<file path="src/rtl/trap_sequencer.sv">
// -----------------------------------------------------------------------------
// trap_sequencer
//
// Machine-mode trap / MRET sequencer. Owns the CSR file's single write port.
//
// Trap (exception or interrupt) sequence:
//   IDLE -> W_EPC -> W_CAUSE -> W_TVAL -> RD_STATUS -> W_STATUS -> REDIRECT
//   Writes mepc, mcause and mtval, reads mstatus, writes the updated mstatus,
//   then issues a one-cycle fetch redirect to the trap vector.
//
// MRET sequence:
//   IDLE -> RD_STATUS -> W_STATUS -> REDIRECT
//   Reads mstatus, writes the restored mstatus, then redirects fetch to mepc.
//
// Ports:
//   clk, reset          core clock, synchronous active-high reset
//   exc_valid/intr/cause/pc/tval
//                       trap request and its payload, sampled only in IDLE
//   mret_valid          MRET retiring, sampled only in IDLE (loses to exc_valid)
//   trap_vec            live mtvec value from the CSR file
//   exception_pc        live mepc value from the CSR file
//   csr_rd_addr/data    CSR read port (address is always mstatus)
//   csr_wb/wr_addr/wr_data
//                       CSR write port; address and data are zero when idle
//   busy                pipeline stall, high whenever a sequence is in flight
//   redirect_valid/pc   one-cycle fetch redirect
//
// All outputs are decoded from the state register and the latched payload;
// request inputs never reach an output combinationally. The redirect target
// is taken from trap_vec / exception_pc while in REDIRECT so it reflects the
// CSR contents after this sequence's writes.
//
// Configuration macro:
//   TRAP_VECTORED_EN    when defined, interrupts taken with mtvec mode 2'b01
//                       jump to base + cause*4; otherwise every trap jumps to
//                       the base address and mtvec[1:0] is ignored.
// -----------------------------------------------------------------------------
module trap_sequencer (
   input  logic        clk,
   input  logic        reset,
   input  logic        exc_valid,
   input  logic        exc_intr,
   input  logic [4:0]  exc_cause,
   input  logic [31:0] exc_pc,
   input  logic [31:0] exc_tval,
   input  logic        mret_valid,
   input  logic [31:0] trap_vec,
   input  logic [31:0] exception_pc,
   output logic [11:0] csr_rd_addr,
   input  logic [31:0] csr_rd_data,
   output logic        csr_wb,
   output logic [11:0] csr_wr_addr,
   output logic [31:0] csr_wr_data,
   output logic        busy,
   output logic        redirect_valid,
   output logic [31:0] redirect_pc
);

   // CSR addresses touched by the sequencer
   localparam logic [11:0] CSR_MSTATUS = 12'h300;
   localparam logic [11:0] CSR_MEPC    = 12'h341;
   localparam logic [11:0] CSR_MCAUSE  = 12'h342;
   localparam logic [11:0] CSR_MTVAL   = 12'h343;

   typedef enum logic [2:0] {
      S_IDLE      = 3'd0,
      S_W_EPC     = 3'd1,
      S_W_CAUSE   = 3'd2,
      S_W_TVAL    = 3'd3,
      S_RD_STATUS = 3'd4,
      S_W_STATUS  = 3'd5,
      S_REDIRECT  = 3'd6
   } state_t;

   // mstatus on trap entry: MPIE <- MIE, MIE <- 0, MPP <- M-mode
   function automatic logic [31:0] trap_status(input logic [31:0] s);
      logic [31:0] r;
      r        = s;
      r[7]     = s[3];
      r[3]     = 1'b0;
      r[12:11] = 2'b11;
      return r;
   endfunction

   // mstatus on MRET: MIE <- MPIE, MPIE <- 1, MPP stays at M-mode
   function automatic logic [31:0] mret_status(input logic [31:0] s);
      logic [31:0] r;
      r        = s;
      r[3]     = s[7];
      r[7]     = 1'b1;
      r[12:11] = 2'b11;
      return r;
   endfunction

   state_t      state_q,  state_d;
   logic        trap_q,   trap_d;
   logic        intr_q,   intr_d;
   logic [4:0]  cause_q,  cause_d;
   logic [31:0] pc_q,     pc_d;
   logic [31:0] tval_q,   tval_d;
   logic [31:0] status_q, status_d;

   logic [31:0] tvec_base_s;
   logic [31:0] trap_tgt_s;

   assign tvec_base_s = {trap_vec[31:2], 2'b00};

`ifdef TRAP_VECTORED_EN
   // Vectored mode only applies to interrupts; exceptions use the base.
   assign trap_tgt_s = (intr_q && (trap_vec[1:0] == 2'b01))
                       ? (tvec_base_s + {25'd0, cause_q, 2'b00})
                       : tvec_base_s;
`else
   logic [1:0] unused_tvec_mode_s;
   assign unused_tvec_mode_s = trap_vec[1:0];
   assign trap_tgt_s         = tvec_base_s;
`endif

   // State and payload registers with synchronous reset
   always_ff @(posedge clk) begin
      if (reset) begin
         state_q  <= S_IDLE;
         trap_q   <= 1'b0;
         intr_q   <= 1'b0;
         cause_q  <= 5'd0;
         pc_q     <= 32'd0;
         tval_q   <= 32'd0;
         status_q <= 32'd0;
      end else begin
         state_q  <= state_d;
         trap_q   <= trap_d;
         intr_q   <= intr_d;
         cause_q  <= cause_d;
         pc_q     <= pc_d;
         tval_q   <= tval_d;
         status_q <= status_d;
      end
   end

   // Next-state logic and payload capture
   always_comb begin
      state_d  = state_q;
      trap_d   = trap_q;
      intr_d   = intr_q;
      cause_d  = cause_q;
      pc_d     = pc_q;
      tval_d   = tval_q;
      status_d = status_q;
      case (state_q)
         S_IDLE: begin
            // A trap wins over a simultaneous MRET; the MRET is dropped.
            if (exc_valid) begin
               trap_d  = 1'b1;
               intr_d  = exc_intr;
               cause_d = exc_cause;
               pc_d    = exc_pc;
               tval_d  = exc_tval;
               state_d = S_W_EPC;
            end else if (mret_valid) begin
               trap_d  = 1'b0;
               state_d = S_RD_STATUS;
            end else begin
               state_d = S_IDLE;
            end
         end
         S_W_EPC:     state_d = S_W_CAUSE;
         S_W_CAUSE:   state_d = S_W_TVAL;
         S_W_TVAL:    state_d = S_RD_STATUS;
         S_RD_STATUS: begin
            status_d = csr_rd_data;
            state_d  = S_W_STATUS;
         end
         S_W_STATUS:  state_d = S_REDIRECT;
         S_REDIRECT:  state_d = S_IDLE;
         default:     state_d = S_IDLE;
      endcase
   end

   // Output decode from the current state and latched payload
   always_comb begin
      csr_rd_addr    = CSR_MSTATUS;
      csr_wb         = 1'b0;
      csr_wr_addr    = 12'h000;
      csr_wr_data    = 32'h0000_0000;
      busy           = 1'b1;
      redirect_valid = 1'b0;
      redirect_pc    = 32'h0000_0000;
      case (state_q)
         S_IDLE: begin
            busy = 1'b0;
         end
         S_W_EPC: begin
            csr_wb      = 1'b1;
            csr_wr_addr = CSR_MEPC;
            csr_wr_data = {pc_q[31:2], 2'b00};
         end
         S_W_CAUSE: begin
            csr_wb      = 1'b1;
            csr_wr_addr = CSR_MCAUSE;
            csr_wr_data = {intr_q, 26'd0, cause_q};
         end
         S_W_TVAL: begin
            csr_wb      = 1'b1;
            csr_wr_addr = CSR_MTVAL;
            csr_wr_data = tval_q;
         end
         S_RD_STATUS: begin
            csr_wb = 1'b0;
         end
         S_W_STATUS: begin
            csr_wb      = 1'b1;
            csr_wr_addr = CSR_MSTATUS;
            csr_wr_data = trap_q ? trap_status(status_q) : mret_status(status_q);
         end
         S_REDIRECT: begin
            redirect_valid = 1'b1;
            redirect_pc    = trap_q ? trap_tgt_s : exception_pc;
         end
         default: begin
            busy = 1'b0;
         end
      endcase
   end

endmodule

</file>
<file path="config.mk">
export PLATFORM = sky130hd
export DESIGN_NAME = trap_sequencer
export DESIGN_NICKNAME = d
export VERILOG_FILES = /design/src/rtl/trap_sequencer.sv
export SDC_FILE = /design/constraint.sdc
export NUM_CORES = 1
export LEC_CHECK = 0
export ABC_AREA = 1
export BUFFER_PORTS_ARGS = -buffer_cell sky130_fd_sc_hd__buf_2
export CORE_MARGIN = 2
export CORE_UTILIZATION = 49
export CTS_CLUSTER_DIAMETER = 40
export DETAILED_ROUTE_END_ITERATION = 7
export GPL_ROUTABILITY_DRIVEN = 0
export HOLD_SLACK_MARGIN = 0.02
export PLACE_DENSITY = 0.81
export SLEW_MARGIN = 20
export SYNTH_ARGS = -nofsm -noshare
export SYNTH_HDL_FRONTEND = slang
export SYNTH_SLANG_ARGS = --single-unit
</file>
<file path="constraint.sdc">
create_clock -name clk -period 1.3 [get_ports clk]
set_input_delay 0.065 -clock clk [delete_from_list [all_inputs] [get_ports clk]]
set_output_delay 0.065 -clock clk [all_outputs]
set_load 0.1 [all_outputs]
</file>
==> impl_metrics.ini, run 1 <==
[synth]
yosysWarnings = 0
ys_types = 23
syn-cell-area_um2 = 6267
synth_compound_area_share_pct = 3.114
synthSimpleGateAreaFrac_pct = 41.15
ys_seq_elements = 102
synth_top_family_by_area = simple AND/OR/NAND/NOR gates
synth_fa_ha_area_share_pct = 0
postSynthCellCount = 1100
synth-xor-area-share_pct = 0
synth.area.mux_share_pct = 0
seq_area_frac_synth_pct = 32.58
syn_avg_cell_area_um2 = 5.698

[clocking]
clock_path_buffers = 2
htree_levels = 3
cts_sinks = 102
cts_buffers = 9
clockRootBuffer = clkbuf_16

[die]
num_rows = 41
initial_core_util_pct = 49.87
fp.dieH_um = 117.1
io_pins = 261
die_w_um = 117.1

[sta]
worst-ep-kind = primary output
worst_endpoint = csr_wr_data[9]

[outcome]
status = aborted with a tool error
error = [ERROR GRT-0232] Routing congestion too high. Check the congestion heatmap in the GUI.
stop_stage = global routing

[global_routing]
grt.overflow.total = 498
grt_max_degree = 38
grt.total_usage_pct = 89.29

[placed_design]
dpl.hpwl_mm = 15.37
port_buffers = 235
-- synthesized netlist by cell type --
cell type | n | share of area, %
nand2_2 | 1 | 0.10
dfxtp_1 | 102 | 33
nor2_1 | 143 | 8.6
nand3_2 | 1 | 0.16
clkinv_1 | 1 | 0.060
o21ai_0 | 26 | 2.1
nor2_2 | 3 | 0.30
nand2_4 | 1 | 0.18
a21oi_1 | 2 | 0.16
buf_1 | 6 | 0.36
clkbuf_1 | 22 | 1.3
inv_2 | 5 | 0.30
o21ai_1 | 11 | 0.88
inv_4 | 1 | 0.10
buf_2 | 24 | 1.9
nor2_4 | 1 | 0.18
conb_1 | 2 | 0.12
inv_1 | 245 | 15
nand4_1 | 75 | 7.5
buf_4 | 36 | 4.3
and3_1 | 1 | 0.10
nand2_1 | 358 | 21
nand3_1 | 33 | 2.6
-- logic make-up after synthesis --
| group | Yosys count |
|---|---|
| other | 2 |
| buffers and inverters | 340 |
| AO/OA/AOI/OAI | 39 |
| AND/OR/NAND/NOR | 617 |
| flip-flops | 102 |
-- per-layer routing --
metal / GRT usage, % / overflow
met1: 82.91 / 1
met2: 111.9 / 353
met3: 68.43 / 2
met4: 105.2 / 142
met5: 21.11 / 0
-- stage by stage --
stage	utilization (%)	setup slack (ns)	std cells	instance area, um2	setup TNS, ns
2_1_floorplan	-	-0.1523	1117	7018	-2.949
3_5_place_dp	75.85	-0.1653	1490	9533	-12.75
3_3_place_gp	75.85	-0.1372	1490	9533	-6.302
4_1_cts	93.22	-0.4080	1598	11720	-55.83
-- what timing repair did --
| item | 4_1_cts |
|---|---|
| gates cloned | 24 |
| hold endpoints to repair | 32 |
| hold buffers | 31 |
| gates resized for setup | 173 |
| buffers inserted | 38 |
| pin swaps | 68 |
| setup endpoints to repair | 174 |
==> run 2: changes to the inputs <==
--- a/config.mk
+++ b/config.mk
@@ -8,12 +8,10 @@
 export ABC_AREA = 1
 export BUFFER_PORTS_ARGS = -buffer_cell sky130_fd_sc_hd__buf_2
 export CORE_MARGIN = 2
-export CORE_UTILIZATION = 49
-export CTS_CLUSTER_DIAMETER = 40
+export CORE_UTILIZATION = 40
 export DETAILED_ROUTE_END_ITERATION = 7
 export GPL_ROUTABILITY_DRIVEN = 0
-export HOLD_SLACK_MARGIN = 0.02
-export PLACE_DENSITY = 0.81
+export PLACE_DENSITY_LB_ADDON = 0.15
 export SLEW_MARGIN = 20
 export SYNTH_ARGS = -nofsm -noshare
 export SYNTH_HDL_FRONTEND = slang
==> run 2 against run 1 <==
Effect of this change:
- the flow now finishes, with violations (hold timing, setup timing)
- synthesized cell count unchanged
- synthesized area unchanged
==> impl_metrics.ini, run 2 <==
[cells_and_area]
top_regs = tval_q x32, pc_q x30, status_q x30
design_area_um2 = 12430
layout-drive-gt1-share_pct = 51.34
final_net_count = 1588
layout_common_cells = nand2_1 (209), inv_1 (167), buf_2 (163)
final_common_cell = nand2_1
largest_reg_flops = 32
regMostFlops = tval_q
syn2layout_area_growth_pct = 98.40
stdcell_count = 1635
fill_cells = 884

[sta]
period_share_pct = 137.4
hold_slack_ns = -0.01068
fin_skew_ns = 0.01187
finalSetupViolCount = 173
max_freq_ghz = 0.5600
hold_viol = 1
grt_setup_unrepaired = yes
slew_violations = 0
fin_crit_ns = 1.786
finalWorstSetupSlack_ns = -0.4857

[global_routing]
grt_pass1_wl_mm = 38.01
grt.total_usage_pct = 28.97
grt_pass1_vias = 7656
grt.overflow.total = 0
antenna_found_initial = 2
grt_max_degree = 79

[setup_path]
path_cells = inv_6 > nand2_4 > nor2_4 > buf_6 > buf_12 > nand2_4 > nand3_4 > buf_12
cp_max_fo = 5
cp-end-kind = output pin
timing.rr.start = state_q[1]$_SDFF_PP0_
startpoint_type = flop
r2r-end = status_q[1]$_SDFFE_PP0N_
r2r_slack_ns = -0.38
critical_path.max_stage_delay_ns = 0.40
crit_arrival_ns = 1.72
path_class = reg -> out
cp.required_ns = 1.24
worstRegToRegCells = 8
cp_slowest_cell = dfxtp_4

[route]
drt_wl_total_mm = 28.60
dr.pass1.iters = 5
drtIter0Drc = 592
drc = 0
vias = 8158
via_per_inst = 4.990
routedWlPerCell_um = 17.49
ant_nets = 0

[synth]
synth_largest_area_cell = dfxtp_1
ys_types = 23
synth_edf_count = 0
synth-xor-area-share_pct = 0
seq_area_frac_synth_pct = 32.58
synth_flop_cell = dfxtp_1
synth_top_family_by_area = simple AND/OR/NAND/NOR gates
synthTopCellsByCount = nand2_1 (358), inv_1 (245), nor2_1 (143)
synth_area_leaders = dfxtp_1 (33%), nand2_1 (21%), inv_1 (15%)
synthSimpleGateAreaFrac_pct = 41.15
synth_fa_ha_area_share_pct = 0
postSynthCellCount = 1100
yosys.area.top_type_share_pct = 32.58
ys_async_sr_fraction_pct = 0
yosysWarnings = 0
syn-cell-area_um2 = 6267
synth.area.mux_share_pct = 0
synth_compound_area_share_pct = 3.114
syn_avg_cell_area_um2 = 5.698
synth.most_common_cell = nand2_1
ys_seq_elements = 102

[min_path]
min-delay-start = csr_rd_data[22]
hold_path_depth = 3
hold_path.class = in -> reg
min_to = status_q[22]$_SDFFE_PP0N_

[outcome]
violations = hold timing, setup timing
status = complete, but fails checks

[die]
num_rows = 45
die_w_um = 129.2
io_pins = 261
fp.dieH_um = 129.2
initial_core_util_pct = 41.07
die_area_um2 = 16680
core-area_um2 = 15260

[pwr]
p_leak_nw = 6.490
power_density_nw_per_um2 = 1383
seqPwrFrac_pct = 24.6
netSwitchingFraction_pct = 44.85
pwr-share-comb_pct = 59.0
vdd_drop_max_uv = 1006
p_int_mw = 9.486
pwr-share-clk_pct = 16.3
p_switching_mw = 7.713

[clocking]
cts_sinks = 102
worstSkewPairLatency_ns = 0.36
htree_levels = 3
cts_buffers = 9
clock_path_buffers = 2
clockRootBuffer = clkbuf_16
clkTransAtPathRegs_ns = 0.08
cts_tree = yes

[placed_design]
dpl.hpwl_mm = 14.90
place_inst = 1533
placed_area_um2 = 9662
port_buffers = 235

[flow_run]
cap_viol_max_count = 0
-- run 2: cell counts after synthesis --
Identical to the previous run, type by type.
-- run 2: metrics by stage --
step / setup WS [ns] / util (%) / total power [mW] / TNS [ns]
after floorplan: -0.1523 / - / 8.674 / -2.949
after global placement: -0.1096 / 63.32 / 10.83 / -7.833
after detailed placement: -0.1298 / 63.32 / 10.91 / -10.28
after CTS: -0.4090 / 76.78 / 15.97 / -42.75
after global routing: -0.5159 / 81.49 / 17.87 / -59.86
final: -0.4857 / 81.49 / 17.20 / -54.09
-- run 2: how the worst max path moves through the flow --
| stage | startpoint | end | depth (start not counted) |
|---|---|---|---|
| 6_report | state_q[1]$_SDFF_PP0_ | csr_wr_data[27] | 8 |
| 5_1_grt | state_q[1]$_SDFF_PP0_ | csr_wr_data[27] | 8 |
| 4_1_cts | state_q[1]$_SDFF_PP0_ | redirect_pc[30] | 7 |
| 3_5_place_dp | state_q[0]$_SDFF_PP0_ | csr_wr_data[11] | 6 |
| 3_3_place_gp | state_q[0]$_SDFF_PP0_ | csr_wr_data[11] | 6 |
| 2_1_floorplan | state_q[1]$_SDFF_PP0_ | csr_wr_addr[8] | 5 |
-- run 2: critical path: cells and delay by family, from the launching register on --
family / cells / cell delay [ns]
and+or+nand+nor: 4 / 0.39
DFF: 1 / 0.40
buffers and inverters: 4 / 0.56
-- run 2: repair_timing --
action / in CTS / in global routing
endpoints found under the hold margin: 27 / 0
setup endpoints to repair: 174 / 173
pin swaps: 89 / 66
hold buffers: 26 / 0
resized for setup: 261 / 202
buffers inserted: 34 / 10
cloned: 17 / 7
-- run 2: kinds of logic after synthesis --
logic type             count (synthesis)
AOI/OAI and AO/OA                     39
other                                  2
DFF                                  102
and+or+nand+nor                      617
buffers and inverters                340
-- run 2: power by group through the flow --
stage | combinational [mW] | sequential [mW] | clock (mW)
floorplan | 4.72 | 3.96 | 0
global placement | 6.79 | 4.03 | 0
detailed placement | 6.86 | 4.05 | 0
CTS | 9.10 | 4.08 | 2.79
global route | 10.7 | 4.27 | 2.93
finish | 10.2 | 4.23 | 2.81
-- run 2: metal layers --
metal / global-route usage (%) / routed length, um / up-vias
met5: 0 / 0 / -
met4: 11.00 / 1321 / 0
met3: 4.996 / 2075 / 107
met2: 54.71 / 14770 / 448
met1: 32.26 / 10430 / 3769
li1: - / - / 3834
-- run 2: cell type report --
cell class / instances / area (um2) / share of cell area (%)
Tap cell: 211 / 264.0 / 2.123
Sequential cell: 102 / 2054 / 16.52
Timing Repair Buffer: 378 / 4297 / 34.55
Inverter: 252 / 1089 / 8.754
Clock buffer: 10 / 239.0 / 1.922
Clock inverter: 5 / 58.81 / 0.4729
Multi-Input combinational cell: 675 / 4428 / 35.61
Antenna cell: 2 / 5.005 / 0.04025
Note: power is estimated with default switching activity, not from simulation.
==> run 3: changes to the inputs <==
--- a/config.mk
+++ b/config.mk
@@ -5,7 +5,7 @@
 export SDC_FILE = /design/constraint.sdc
 export NUM_CORES = 1
 export LEC_CHECK = 0
-export ABC_AREA = 1
+export ABC_AREA = 0
 export BUFFER_PORTS_ARGS = -buffer_cell sky130_fd_sc_hd__buf_2
 export CORE_MARGIN = 2
 export CORE_UTILIZATION = 40
==> run 3 against run 2 <==
Effect of this change:
- the flow still finishes with violations (hold timing, setup timing)
- register-to-register slack worse by 0.12 ns
- synthesized cell count shrank 40%
- worst hold slack improved by 0.0043 ns
- clock power decreased by 2%
- critical path depth is 2 lower
- synthesized area down 19%
- first-iteration DRC count rose by 22%
- maximum frequency down 4.4%
- cell count down 26%
- via count down 15%
- critical path type unchanged
- highest routed layer unchanged
==> impl_metrics.ini, run 3 <==
[outcome]
status = complete, but fails checks
violations = hold timing, setup timing

[synth]
synth_largest_area_cell = dfxtp_1
synth_flop_cell = dfxtp_1
synthTopCellsByCount = nand2_1 (198), dfxtp_1 (102), a21oi_1 (100)
seq_area_frac_synth_pct = 39.98
syn-cell-area_um2 = 5107
ys_async_sr_fraction_pct = 0
yosys.area.top_type_share_pct = 39.98
ys_types = 31
synth_area_leaders = dfxtp_1 (40%), nand2_1 (15%), mux2i_1 (12%)
ys_seq_elements = 102
synth.most_common_cell = nand2_1
syn_avg_cell_area_um2 = 7.727
postSynthCellCount = 661
yosysWarnings = 0
synth_edf_count = 0

[die]
die_area_um2 = 13690
fp.dieH_um = 117.0
die_w_um = 117.0
io_pins = 261
num_rows = 41
initial_core_util_pct = 40.80
core-area_um2 = 12520

[setup_path]
r2r-end = tval_q[18]$_SDFFE_PP0P_
path_class = reg -> out
timing.rr.start = state_q[0]$_SDFF_PP0_
worst_setup_path_startpoint = state_q[1]$_SDFF_PP0_
crit_arrival_ns = 1.80
r2r_slack_ns = -0.50
cp.required_ns = 1.24
cp-end-kind = output pin
startpoint_type = flop
cp_max_fo = 10
worstRegToRegCells = 4

[flow_run]
cap_viol_max_count = 0

[min_path]
min_to = tval_q[31]$_SDFFE_PP0P_
hold_path_depth = 3
min-delay-start = exc_tval[31]
hold_path.class = in -> reg

[sta]
worst_pin_slew_ns = 0.6859
finalWorstSetupSlack_ns = -0.5677
fin_skew_ns = 0.01112
max_freq_ghz = 0.5354
slew_violations = 0
finalSetupViolCount = 172
period_share_pct = 143.7
grt_setup_unrepaired = yes
fin_crit_ns = 1.868
hold_viol = 2
maxSlewHeadroom_pct = 54.28
hold_slack_ns = -0.006354

[clocking]
worstSkewPairLatency_ns = 0.35
clock_path_buffers = 2
clockRootBuffer = clkbuf_16
clkTransAtPathRegs_ns = 0.08
cts_buffers = 9
htree_levels = 3
cts_sinks = 102
cts_tree = yes

[pwr]
p_leak_nw = 4.755
power_density_nw_per_um2 = 1018
vdd_drop_max_uv = 892.7

[cells_and_area]
layout_common_cells = buf_2 (162), nand2_1 (111), dfxtp_1 (98)
diodes = 0
design_area_um2 = 11360
multiInputGateArea_um2 = 4254
final_common_cell = buf_2
final_net_count = 1199
regMostFlops = tval_q
syn2layout_area_growth_pct = 122.3
layout-drive-gt1-share_pct = 59.19
register_area_um2 = 2052
fill_cells = 456
top_regs = tval_q x32, pc_q x30, status_q x30
largest_reg_flops = 32

[global_routing]
antenna_found_initial = 0
grt.total_usage_pct = 30.34
grt_max_degree = 62
grt_pass1_wl_mm = 31.91
grt.overflow.total = 0
grt_pass1_vias = 6407

[route]
via_per_inst = 5.763
routedWlPerCell_um = 24.45
drtIter0Drc = 720
vias = 6950
drc = 0
drt_wl_total_mm = 29.49
dr.pass1.iters = 6
ant_nets = 0

[placed_design]
dpl.hpwl_mm = 12.67
port_buffers = 235
placed_area_um2 = 8099
post-place-ws_ns = -0.2761
[run 3: final cells by class]
cell class / instances / area share, %
multi-input cells: 496 / 37.46
clock inverters: 7 / 0.5509
clock buffers: 9 / 1.983
repair buffers: 417 / 39.87
inverters: 3 / 0.1653
flip-flops and latches: 102 / 18.07
well taps: 172 / 1.895
[run 3: report_power, final]
part,internal [mW],switching [mW],total [mW]
Clock,1.35,1.40,2.74
Sequential,3.37,0.217,3.59
Combinational,2.18,3.05,5.23
[run 3: logic make-up (layout without fill, tap and decap cells)]
kind of cell,after synthesis,after routing,share of synthesized area [%]
AO/OA/AOI/OAI,140,140,16.34
other,2,19,0.1470
multiplexers,62,62,12.15
AND/OR/NAND/NOR,275,275,22.73
buffers and inverters,80,436,8.648
flip-flops,102,102,39.98
[run 3: worst max path at each step]
stage	end	slack [ns]	depth (start not counted)
final	csr_wr_data[17]	-0.57	6
after global routing	csr_wr_data[17]	-0.59	6
after CTS	redirect_pc[14]	-0.46	7
after detailed placement	pc_q[17]$_SDFFE_PP0P_	-0.28	4
after global placement	pc_q[8]$_SDFFE_PP0P_	-0.21	4
after floorplan	redirect_pc[0]	-0.57	4
[run 3: routing by layer]
metal,vias to the layer above,global-route usage (%),part of all wire [%]
met5,-,0,0
met4,0,15.53,7.3
met3,182,6.385,8.1
met2,534,55.49,51
met1,3328,33.01,34
li1,2906,-,-
[run 3: stage by stage]
step / setup TNS, ns / utilization (%) / total power, mW / instances
5_1_grt: -79.11 / 90.72 / 11.81 / 1206
3_3_place_gp: -27.75 / 64.70 / 6.897 / 1046
4_1_cts: -55.70 / 80.09 / 10.36 / 1186
3_5_place_dp: -31.38 / 64.70 / 6.962 / 1046
2_1_floorplan: -31.17 / - / 5.996 / 678
6_report: -72.55 / 90.72 / 11.56 / 1206
[run 3: worst max-delay path: stages, from the launching register on]
cell and delay, ns:
dfxtp_4 0.37, buf_12 0.15, nor2b_4 0.19, buf_6 0.18
o2bb2ai_1 0.17, and2_4 0.21, buf_12 0.17
[run 3: what timing repair did]
action / CTS / global route
cloned: 9 / 7
endpoints found under the setup margin: 173 / 173
hold buffers: 96 / 0
setup buffers: 19 / 17
gates resized for setup: 60 / 288
pin swaps: 27 / 161
hold endpoints to repair: 96 / 0
